**src/rtl/sys_bridge_intc_pkg.sv**
```systemverilog
// Shared constants for the CPU-to-peripheral bridge and interrupt controller:
// window map, controller register offsets, source order and HWInt layout.
package sys_bridge_intc_pkg;

    localparam logic [31:0] TC0_BASE  = 32'h0000_7F00;
    localparam logic [31:0] TC1_BASE  = 32'h0000_7F10;
    localparam logic [31:0] IC_BASE   = 32'h0000_7F20;
    localparam int          WIN_BYTES = 12;

    // Windows are 16-byte aligned, so matching on addr[31:4] picks the window.
    localparam logic [27:0] TC0_TAG = TC0_BASE[31:4];
    localparam logic [27:0] TC1_TAG = TC1_BASE[31:4];
    localparam logic [27:0] IC_TAG  = IC_BASE[31:4];

    localparam logic [1:0] REG_PEND = 2'd0;
    localparam logic [1:0] REG_MASK = 2'd1;
    localparam logic [1:0] REG_VEC  = 2'd2;

    localparam int NSRC    = 3;
    localparam int SRC_TC0 = 0;
    localparam int SRC_TC1 = 1;
    localparam int SRC_EXT = 2;

    // HWInt[7:2] as seen by CP0; sources occupy the low NSRC bits.
    localparam int HWINT_W = 6;

    typedef struct packed {
        logic ic;
        logic tc1;
        logic tc0;
    } win_hit_t;

    // Word address in, so the last word of each 16-byte window is rejected.
    function automatic logic win_match(input logic [27:0] tag, input logic [29:0] waddr);
        return (waddr[29:2] == tag) && (waddr[1:0] != 2'b11);
    endfunction

endpackage

```
**src/rtl/sys_bridge_intc_if.sv**
```systemverilog
// CPU data-port bundle: the CPU drives address/strobe/data, the bridge
// returns load data and the out-of-window flag in the same cycle.
interface sys_bridge_intc_if;
    logic [31:0] cpu_addr;
    logic        cpu_we;
    logic [31:0] cpu_wdata;
    logic [31:0] cpu_rdata;
    logic        addr_err;

    modport master (output cpu_addr, cpu_we, cpu_wdata, input cpu_rdata, addr_err);
    modport slave  (input cpu_addr, cpu_we, cpu_wdata, output cpu_rdata, addr_err);
endinterface

```
**src/rtl/sys_bridge_intc_irq_edge_pend.sv**
```systemverilog
// One interrupt source: rising-edge detector feeding a pending flop whose
// software clear loses to a simultaneous new edge.
module irq_edge_pend (
    input  logic clk,
    input  logic reset,
    input  logic i_src,
    input  logic i_clr,
    output logic o_pend,
    output logic o_pend_next
);

    logic r_prev;
    logic r_pend;
    logic w_rise;

    // prev clears on reset, so a source already high at release counts as an edge.
    assign w_rise      = i_src & ~r_prev;
    assign o_pend_next = (r_pend & ~i_clr) | w_rise;
    assign o_pend      = r_pend;

    always_ff @(posedge clk) begin
        if (reset) begin
            r_prev <= 1'b0;
            r_pend <= 1'b0;
        end else begin
            r_prev <= i_src;
            r_pend <= o_pend_next;
        end
    end

endmodule

```
**src/rtl/sys_bridge_intc.sv**
```systemverilog
// Address decode, per-device write enables and load mux for TC0/TC1, plus the
// PEND/MASK/VEC interrupt controller driving a registered HWInt vector.
module sys_bridge_intc
    import sys_bridge_intc_pkg::*;
(
    input  logic                clk,
    input  logic                reset,
    sys_bridge_intc_if.slave    bus,
    output logic [29:0]         o_dev_addr,
    output logic [31:0]         o_dev_wdata,
    output logic                o_tc0_we,
    output logic                o_tc1_we,
    input  logic [31:0]         i_tc0_rdata,
    input  logic [31:0]         i_tc1_rdata,
    input  logic                i_tc0_irq,
    input  logic                i_tc1_irq,
    input  logic                i_ext_irq,
    output logic [HWINT_W-1:0]  o_hw_int,
    output logic                o_irq_any
);

    win_hit_t          w_hit;
    logic [1:0]        w_reg_sel;
    logic              w_ic_we;
    logic [NSRC-1:0]   w_src;
    logic [NSRC-1:0]   w_pend_clr;
    logic [NSRC-1:0]   w_pend;
    logic [NSRC-1:0]   w_pend_next;
    logic [NSRC-1:0]   w_mask_next;
    logic [NSRC-1:0]   w_act;
    logic              w_vec_valid;
    logic [2:0]        w_vec_idx;
    logic [31:0]       w_ic_rdata;
    logic              w_unused;
    logic [NSRC-1:0]   r_mask;
    logic [NSRC-1:0]   r_hw_int;

    assign w_unused = &{1'b0, bus.cpu_addr[1:0]};

    assign w_hit.tc0 = win_match(TC0_TAG, bus.cpu_addr[31:2]);
    assign w_hit.tc1 = win_match(TC1_TAG, bus.cpu_addr[31:2]);
    assign w_hit.ic  = win_match(IC_TAG,  bus.cpu_addr[31:2]);
    assign w_reg_sel = bus.cpu_addr[3:2];

    assign bus.addr_err = ~|w_hit;
    assign o_dev_addr   = bus.cpu_addr[31:2];
    assign o_dev_wdata  = bus.cpu_wdata;
    assign o_tc0_we     = bus.cpu_we & w_hit.tc0;
    assign o_tc1_we     = bus.cpu_we & w_hit.tc1;
    assign w_ic_we      = bus.cpu_we & w_hit.ic;

    assign w_src[SRC_TC0] = i_tc0_irq;
    assign w_src[SRC_TC1] = i_tc1_irq;
    assign w_src[SRC_EXT] = i_ext_irq;

    assign w_pend_clr  = (w_ic_we && w_reg_sel == REG_PEND) ? bus.cpu_wdata[NSRC-1:0] : '0;
    assign w_mask_next = (w_ic_we && w_reg_sel == REG_MASK) ? bus.cpu_wdata[NSRC-1:0] : r_mask;

    genvar g;
    generate
        for (g = 0; g < NSRC; g++) begin : g_src
            irq_edge_pend u_pend (
                .clk         (clk),
                .reset       (reset),
                .i_src       (w_src[g]),
                .i_clr       (w_pend_clr[g]),
                .o_pend      (w_pend[g]),
                .o_pend_next (w_pend_next[g])
            );
        end
    endgenerate

    // hw_int tracks next-state PEND/MASK so an edge or mask write shows one cycle later.
    always_ff @(posedge clk) begin
        if (reset) begin
            r_mask   <= '0;
            r_hw_int <= '0;
        end else begin
            r_mask   <= w_mask_next;
            r_hw_int <= w_pend_next & w_mask_next;
        end
    end

    assign o_hw_int  = HWINT_W'(r_hw_int);
    assign o_irq_any = |r_hw_int;

    // Lowest-numbered active source wins: scan downward so the last hit is the lowest.
    assign w_act = w_pend & r_mask;
    always_comb begin
        w_vec_valid = 1'b0;
        w_vec_idx   = 3'd0;
        for (int i = NSRC - 1; i >= 0; i--) begin
            if (w_act[i]) begin
                w_vec_valid = 1'b1;
                w_vec_idx   = 3'(i);
            end
        end
    end

    always_comb begin
        w_ic_rdata = 32'h0;
        case (w_reg_sel)
            REG_PEND: w_ic_rdata = 32'(w_pend);
            REG_MASK: w_ic_rdata = 32'(r_mask);
            REG_VEC:  w_ic_rdata = {28'h0, w_vec_valid, w_vec_idx};
            default:  w_ic_rdata = 32'h0;
        endcase
    end

    always_comb begin
        bus.cpu_rdata = 32'h0;
        if (w_hit.tc0)      bus.cpu_rdata = i_tc0_rdata;
        else if (w_hit.tc1) bus.cpu_rdata = i_tc1_rdata;
        else if (w_hit.ic)  bus.cpu_rdata = w_ic_rdata;
    end

endmodule

```
**src/flat_wrapper.sv**
```systemverilog
// flat-port wrapper written by rule: the top's interface ports become plain ports
module sys_bridge_intc_flat import sys_bridge_intc_pkg::*;
  (clk, reset, o_dev_addr, o_dev_wdata, o_tc0_we, o_tc1_we, i_tc0_rdata, i_tc1_rdata, i_tc0_irq, i_tc1_irq, i_ext_irq, o_hw_int, o_irq_any, bus_cpu_addr, bus_cpu_we, bus_cpu_wdata, bus_cpu_rdata, bus_addr_err);
  sys_bridge_intc_if bus_i ();
  input  logic clk;
  input  logic reset;
  output logic [29:0] o_dev_addr;
  output logic [31:0] o_dev_wdata;
  output logic o_tc0_we;
  output logic o_tc1_we;
  input  logic [31:0] i_tc0_rdata;
  input  logic [31:0] i_tc1_rdata;
  input  logic i_tc0_irq;
  input  logic i_tc1_irq;
  input  logic i_ext_irq;
  output logic [HWINT_W-1:0] o_hw_int;
  output logic o_irq_any;
  input wire logic [$bits(bus_i.cpu_addr)-1:0] bus_cpu_addr;
  input wire logic [$bits(bus_i.cpu_we)-1:0] bus_cpu_we;
  input wire logic [$bits(bus_i.cpu_wdata)-1:0] bus_cpu_wdata;
  output wire logic [$bits(bus_i.cpu_rdata)-1:0] bus_cpu_rdata;
  output wire logic [$bits(bus_i.addr_err)-1:0] bus_addr_err;
  assign bus_i.cpu_addr = bus_cpu_addr;
  assign bus_i.cpu_we = bus_cpu_we;
  assign bus_i.cpu_wdata = bus_cpu_wdata;
  assign bus_cpu_rdata = bus_i.cpu_rdata;
  assign bus_addr_err = bus_i.addr_err;
  sys_bridge_intc u_core (.clk(clk), .reset(reset), .bus(bus_i), .o_dev_addr(o_dev_addr), .o_dev_wdata(o_dev_wdata), .o_tc0_we(o_tc0_we), .o_tc1_we(o_tc1_we), .i_tc0_rdata(i_tc0_rdata), .i_tc1_rdata(i_tc1_rdata), .i_tc0_irq(i_tc0_irq), .i_tc1_irq(i_tc1_irq), .i_ext_irq(i_ext_irq), .o_hw_int(o_hw_int), .o_irq_any(o_irq_any));
endmodule
```
**config.mk**
```make
export PLATFORM = sky130hd
export DESIGN_NAME = sys_bridge_intc_flat
export DESIGN_NICKNAME = d
export VERILOG_FILES = /design/src/rtl/sys_bridge_intc_pkg.sv /design/src/rtl/sys_bridge_intc_if.sv /design/src/rtl/sys_bridge_intc_irq_edge_pend.sv /design/src/rtl/sys_bridge_intc.sv /design/src/flat_wrapper.sv
export SDC_FILE = /design/constraint.sdc
export NUM_CORES = 1
export LEC_CHECK = 0
export CAP_MARGIN = 0
export CORE_ASPECT_RATIO = 1.4
export CORE_MARGIN = 8
export CORE_UTILIZATION = 22
export CTS_BUF_LIST = sky130_fd_sc_hd__clkbuf_8
export DETAILED_ROUTE_END_ITERATION = 8
export PLACE_DENSITY = 0.79
export SYNTH_ARGS = -nofsm -noshare
export SYNTH_HDL_FRONTEND = slang
export SYNTH_SLANG_ARGS = --single-unit
```
**constraint.sdc**
```tcl
create_clock -name clk -period 2 [get_ports clk]
set_input_delay 0.3 -clock clk [delete_from_list [all_inputs] [get_ports clk]]
set_output_delay 0.3 -clock clk [all_outputs]
set_load 0.1 [all_outputs]
```
# --- Word-level counts from Yosys, hierarchy flattened ---
# Cells that the tools add are included.
totals:
  reg_bits: 12
  in_bits: 134
  output_inout_bits: 104
classes:
  eq_ne: 6
  muxes: 12
  bitwise: 20
  reduce_logical: 9
ops:
  columns: ["operator", "count"]
  rows:
  - ["$eq 28x11->1 const B", 3]
  - ["$mux 32", 2]
  - ["$pmux 4 s3", 1]
  - ["$and 1x1->1", 9]
  - ["$and 3x3->3", 2]
  - ["$mux 2", 3]
  - ["$mux 3", 2]
  - ["$not 1->1", 6]
  - ["$reduce_or 3->1", 2]
  - ["$logic_and 1x1->1", 5]
  - ["$mux 4", 1]
  - ["$mux 1", 3]
  - ["$or 1x1->1", 3]
  - ["$eq 2x1->1 const B", 1]
  - ["$eq 2x2->1 const B", 1]
  - ["$logic_not 2->1", 1]
  - ["$ne 2x2->1 const B", 1]
  - ["$logic_not 1->1", 1]

# --- Depth between registers and ports, before layout ---
depth:
  ltp_word: 9
  ltp_mapped: 8
  mapped_depth_nobuf: 5

# --- By module ---
# From an unflattened synthesis, not the netlist that was laid out.
hier_totals:
  hier_cells: 229
  area_unflattened_um2: 1770.4
by_module_without_submodules:
  columns: ["mod", "n_inst", "cells_per_inst", "area_per_inst_um2", "seq_area_each_um2"]
  rows:
  - ["sys_bridge_intc", 1, 208, 1534.0, 120.1]
  - ["irq_edge_pend", 3, 7, 78.8, 40.0]

# --- Worst setup path after synthesis ---
# OpenSTA, ideal clock, no wires.
synth_path:
  path_kind: "in2out"
  startpoint: "input port bus_cpu_addr[2]"
  endpoint: "output port o_tc0_we"
  t_arrival_ps: 3785
  required_ps: 1700
  slack_ps: -2085
  stages: 7
  cell_sequence: "buf_2 -> a211oi_2 -> nand4_2 -> or3_1 -> clkbuf_1 -> buf_2 -> nor3b_1"
synth_between:
  elab_chain_cells: 3
synth_lines:
  columns: ["item", "line_no", "rtl"]
  rows:
  - ["start, declared", "flat_wrapper.sv:18", "input wire logic [$bits(bus_i.cpu_addr)-1:0] bus_cpu_addr;"]
  - ["$ne 2x2->1", "sys_bridge_intc_pkg.sv:35", "return (waddr[29:2] == tag) && (waddr[1:0] != 2'b11);"]
  - ["$logic_and 1x1->1", "sys_bridge_intc_pkg.sv:35", null]
  - ["$and 1x1->1", "sys_bridge_intc.sv:48", "assign o_tc0_we = bus.cpu_we & w_hit.tc0;"]
  - ["end, declared", "flat_wrapper.sv:9", "output logic o_tc0_we;"]
# No other way between the ends.

# --- Worst setup path after layout ---
layout_path:
  startpoint: "input port bus_cpu_addr[15]"
  endpoint: "output port bus_cpu_rdata[3]"
layout_between:
  elab_chain_cells: 5
layout_lines:
  columns: ["item", "line_no", "rtl"]
  rows:
  - ["$eq 28x11->1", "sys_bridge_intc_pkg.sv:35", null]
  - ["$logic_and 1x1->1", "sys_bridge_intc_pkg.sv:35", null]
  - ["$mux 4", "sys_bridge_intc.sv:114", "else if (w_hit.ic) bus.cpu_rdata = w_ic_rdata;"]
  - ["$mux 32", "sys_bridge_intc.sv:113", "else if (w_hit.tc1) bus.cpu_rdata = i_tc1_rdata;"]
  - ["$mux 32 *", "sys_bridge_intc.sv:112", "if (w_hit.tc0) bus.cpu_rdata = i_tc0_rdata;"]
  - ["end, declared", "flat_wrapper.sv:21", "output wire logic [$bits(bus_i.cpu_rdata)-1:0] bus_cpu_rdata;"]
# Every way passes the cells marked *; elsewhere a longest branch is shown, timed or not.

==> impl_results.md <==
- Outcome: complete, but fails checks
- Violated checks: setup timing
- Combinational share of power: 62.2%
- Max Cap Viol: 0
- Fin nets: 517
- Synth top area cells: buf_4 29%, mux2i_1 20%, dfxtp_1 14%, nor2_1 8.1%, inv_1 2.3%
- Upper clock frequency limit: 0.435 GHz
- Seq cells post-synth: 12
- Die area: 10600 um^2
- Fillers: 561
- Kind of cell adding the most delay to the critical path: simple AND/OR/NAND/NOR gates
- Slowest CP cell: or3_4
- Clk_lat worst skew: 0.24 ns
- Clk buf depth: 2
- Syn_area_per_cell: 7.48 um^2
- Endpoints failing setup: 34
- Period minus WS final: 2.30 ns
- CP dominant cell by count: buf_4
- Reg-to-Reg Start: u_core.g_src[1].u_pend.o_pend$_SDFF_PP0_
- Drt drc: 0
- Mux cell area share after synthesis: about a fifth
- Reg2reg setup slack: approximately 1.1 ns
- Critical-path cell list: buf_8 -> nor4bb_4 -> buf_4 -> nand3b_1 -> buf_4 -> or3_4 -> a21oi_2 -> o32a_4 -> buf_12
- Diode count: 0
- Setup crit end: bus_cpu_rdata[3]
- Simple logic cell fraction of the synthesized area: 24.3%
- HPWL Detailed: 7800 um
- Crit path arrival time: 2.00 ns
- Htree depth: 1
- Cells after DPL: 468
- Via count: about 2200
- Clock sinks: 12
- Yosys cell types: 33
- Sequential area share after synthesis: 14.5%
- Initial drt markers: 70
- Core area: 7360 um^2
- Sequential share of power: 18.6%
- Post-detailed-route count of antenna-violating nets: 0
- PD cells: 301 nW/um^2
- Cell internal pwr: 0.814 mW
- Area of the multi-input gates: 1280 um^2
- Final cell count without fillers: 479
- Adder-Cell Fraction of Synth Area: 0%
- Worst hold path type: reg2reg
- Largest net degree at the start of global routing: 39
- Count of pins over their slew limit: 0
- IO buf count: ~170
- Die H: 119 um
- CP Max Fanout: 6
- Synth area leader: buf_4
- Critical Path Sink Type: primary output
- Layout overhead on the synthesized area: 176%
- First-pass GRT wire length: around 13000 um
- Peak ir drop on the vdd network: 0.000202 V
- First-pass detailed-route iteration total: 4
- Storage cell area: roughly 240 um^2
- Compound-Gate Fraction of Synth Area: 6.40%
- GRT Overall Usage: 16.4%
- Cell Rows: 37
- RePlAce Congestion: 0.812
- Drt via density: ~4.5
- Critical Path Stages: 9
- Most common cell after layout, fill and taps aside: clkdlybuf4s50_1
- Fin. Hold Viols: 0
- Initial antenna violation count: 0
- Most frequent cells in the layout: 72 x clkdlybuf4s50_1, 71 x buf_12, 50 x buf_4
- DIE WIDTH: 89.5 um
- Startpoint types: input pin
- Fin Clk Skew: a little over 0.004 ns
- Worst EP required: about 1.7 ns
- Io pins: 238
- Global route overflow: 0
- CTS tree: done
- Synthesis Warnings: 0
- Sw Share: 40.9%
- RSZ-0062 raised after global routing: true
- Clock root cell: clkbuf_8
- CP startpoint: bus_cpu_addr[15]
- P_leak: 1.98 nW
- Syn Inst Count: 222
- Worst-path clk slew: 0.05 ns
- Number of global-route vias before repair: 2514
- Post-layout util: 62.2%
- Yosys top cell area share: 29.4%
- Sw Pwr: 0.564 mW
- DR WL/cell: 18.8 um
- Main combinational cell family by area after synthesis: buffers and inverters
- Cts bufs inserted: 3
- Post-Syn Area: 1660 um^2
- Clock network fraction of total power: 19.2%
- Crit-path max cell delay: 0.43 ns
- Fin worst setup slack: -0.297 ns
- Post-Route WL: between 9000 and 10000 um
- Synth Area in XOR/XNOR: 0%
- Layout cells sized above 1: 54.7%
- WS Path Type: in2out
- Worst Reg-to-Reg Cells: 3
- Endpoint of the worst register-to-register path: u_core.r_hw_int[1]$_SDFF_PP0_
- Final Cycle Share: 115%
- Crit path buf inv count: 4
- Hold_ws: approximately 0.5 ns
- Starting Density: about 23%
[through the flow]
stage	TNS (ns)	instance area [um^2]	power (mW)	worst slack, ns
3_5_place_dp	-32.05	4250	1.10	-0.894
5_1_grt	-11.55	4580	1.44	-0.404
3_3_place_gp	-33.55	4250	1.09	-0.918
4_1_cts	-8.81	4540	1.39	-0.323
2_1_floorplan	-16.45	1910	0.985	-0.664
6_report	-8.36	4580	1.38	-0.297
[cell families after synthesis]
| kind of cell | count (synthesis) |
|---|---|
| buf+inv | 85 |
| simple gates | 77 |
| mux | 34 |
| compound gates | 13 |
| flops | 12 |
| other cells | 1 |
[worst min path at each step]
| stage | start | endpoint | slack [ns] | cells past startpoint |
|---|---|---|---|---|
| after floorplan | reset | u_core.r_mask[0]$_SDFF_PP0_ | 0.37 | 1 |
| after global placement | u_core.g_src[0].u_pend.r_prev$_SDFF_PP0_ | u_core.g_src[0].u_pend.o_pend$_SDFF_PP0_ | 0.47 | 2 |
| after detailed placement | u_core.g_src[0].u_pend.r_prev$_SDFF_PP0_ | u_core.g_src[0].u_pend.o_pend$_SDFF_PP0_ | 0.49 | 2 |
| after CTS | u_core.g_src[0].u_pend.r_prev$_SDFF_PP0_ | u_core.g_src[0].u_pend.o_pend$_SDFF_PP0_ | 0.50 | 2 |
| after global routing | u_core.g_src[0].u_pend.r_prev$_SDFF_PP0_ | u_core.g_src[0].u_pend.o_pend$_SDFF_PP0_ | 0.54 | 2 |
| final | u_core.g_src[0].u_pend.r_prev$_SDFF_PP0_ | u_core.g_src[0].u_pend.o_pend$_SDFF_PP0_ | 0.51 | 2 |
[repair_timing]
action	CTS	global route
pin swaps	23	2
setup endpoints to repair	42	40
buffers inserted	4	1
cloned	2	0
gates resized for setup	144	9
hold buffers	0	0
[final cells by class]
class / count / share of cell area (%)
Clock buffer: 4 / 1.20
Inverter: 10 / 0.820
Multi-Input combinational cell: 128 / 28.1
Sequential cell: 12 / 5.25
Tap cell: 97 / 2.65
Timing Repair Buffer: 228 / 62.0
[registers in the layout (all words and copies together) (netlist names)]
| register | cells |
|---|---|
| u_core.g_src.u_pend.o_pend | 3 |
| u_core.g_src.u_pend.r_prev | 3 |
| u_core.r_hw_int | 3 |
| u_core.r_mask | 3 |
[layer usage]
layer | track usage (%) | vias up | routed length (um)
li1 | - | 1005 | -
met3 | 7.78 | 23 | 1320
met1 | 14.9 | 965 | 2690
met4 | 5.85 | 0 | 223
met5 | 0 | - | 0
met2 | 30.0 | 162 | 4790
[power groups by stage]
stage / logic, mW / registers, mW / clock network [mW]
after global routing: 0.891 / 0.257 / 0.287
final: 0.858 / 0.256 / 0.264
after global placement: 0.831 / 0.260 / 0
after detailed placement: 0.843 / 0.261 / 0
after floorplan: 0.727 / 0.258 / 0
after CTS: 0.861 / 0.256 / 0.271
[synthesized netlist by cell type (all sizes together)]
library cell / count
o32a: 2
o22a: 2
nand2: 10
a32o: 1
a41oi: 1
mux2i: 34
or3: 2
a22oi: 2
nand2b: 3
nor4bb: 2
and3: 1
or4b: 1
nor2b: 4
clkbuf: 7
nor3: 4
nor3b: 1
o21ai: 1
buf: 68
nand3b: 1
nor4: 7
nand4: 1
a211oi: 1
a21oi: 2
or4: 1
dfxtp: 12
conb: 1
nand4b: 2
o22ai: 1
and4bb: 1
nor2: 36
inv: 10
[worst reg2reg max path, cell delays in order, from the launching register on]
cell	delay (ns)
dfxtp_1	0.39
nand2_1	0.08
o22a_1	0.20
nor2_1	0.13
Note: power is estimated with default switching activity, not from simulation.
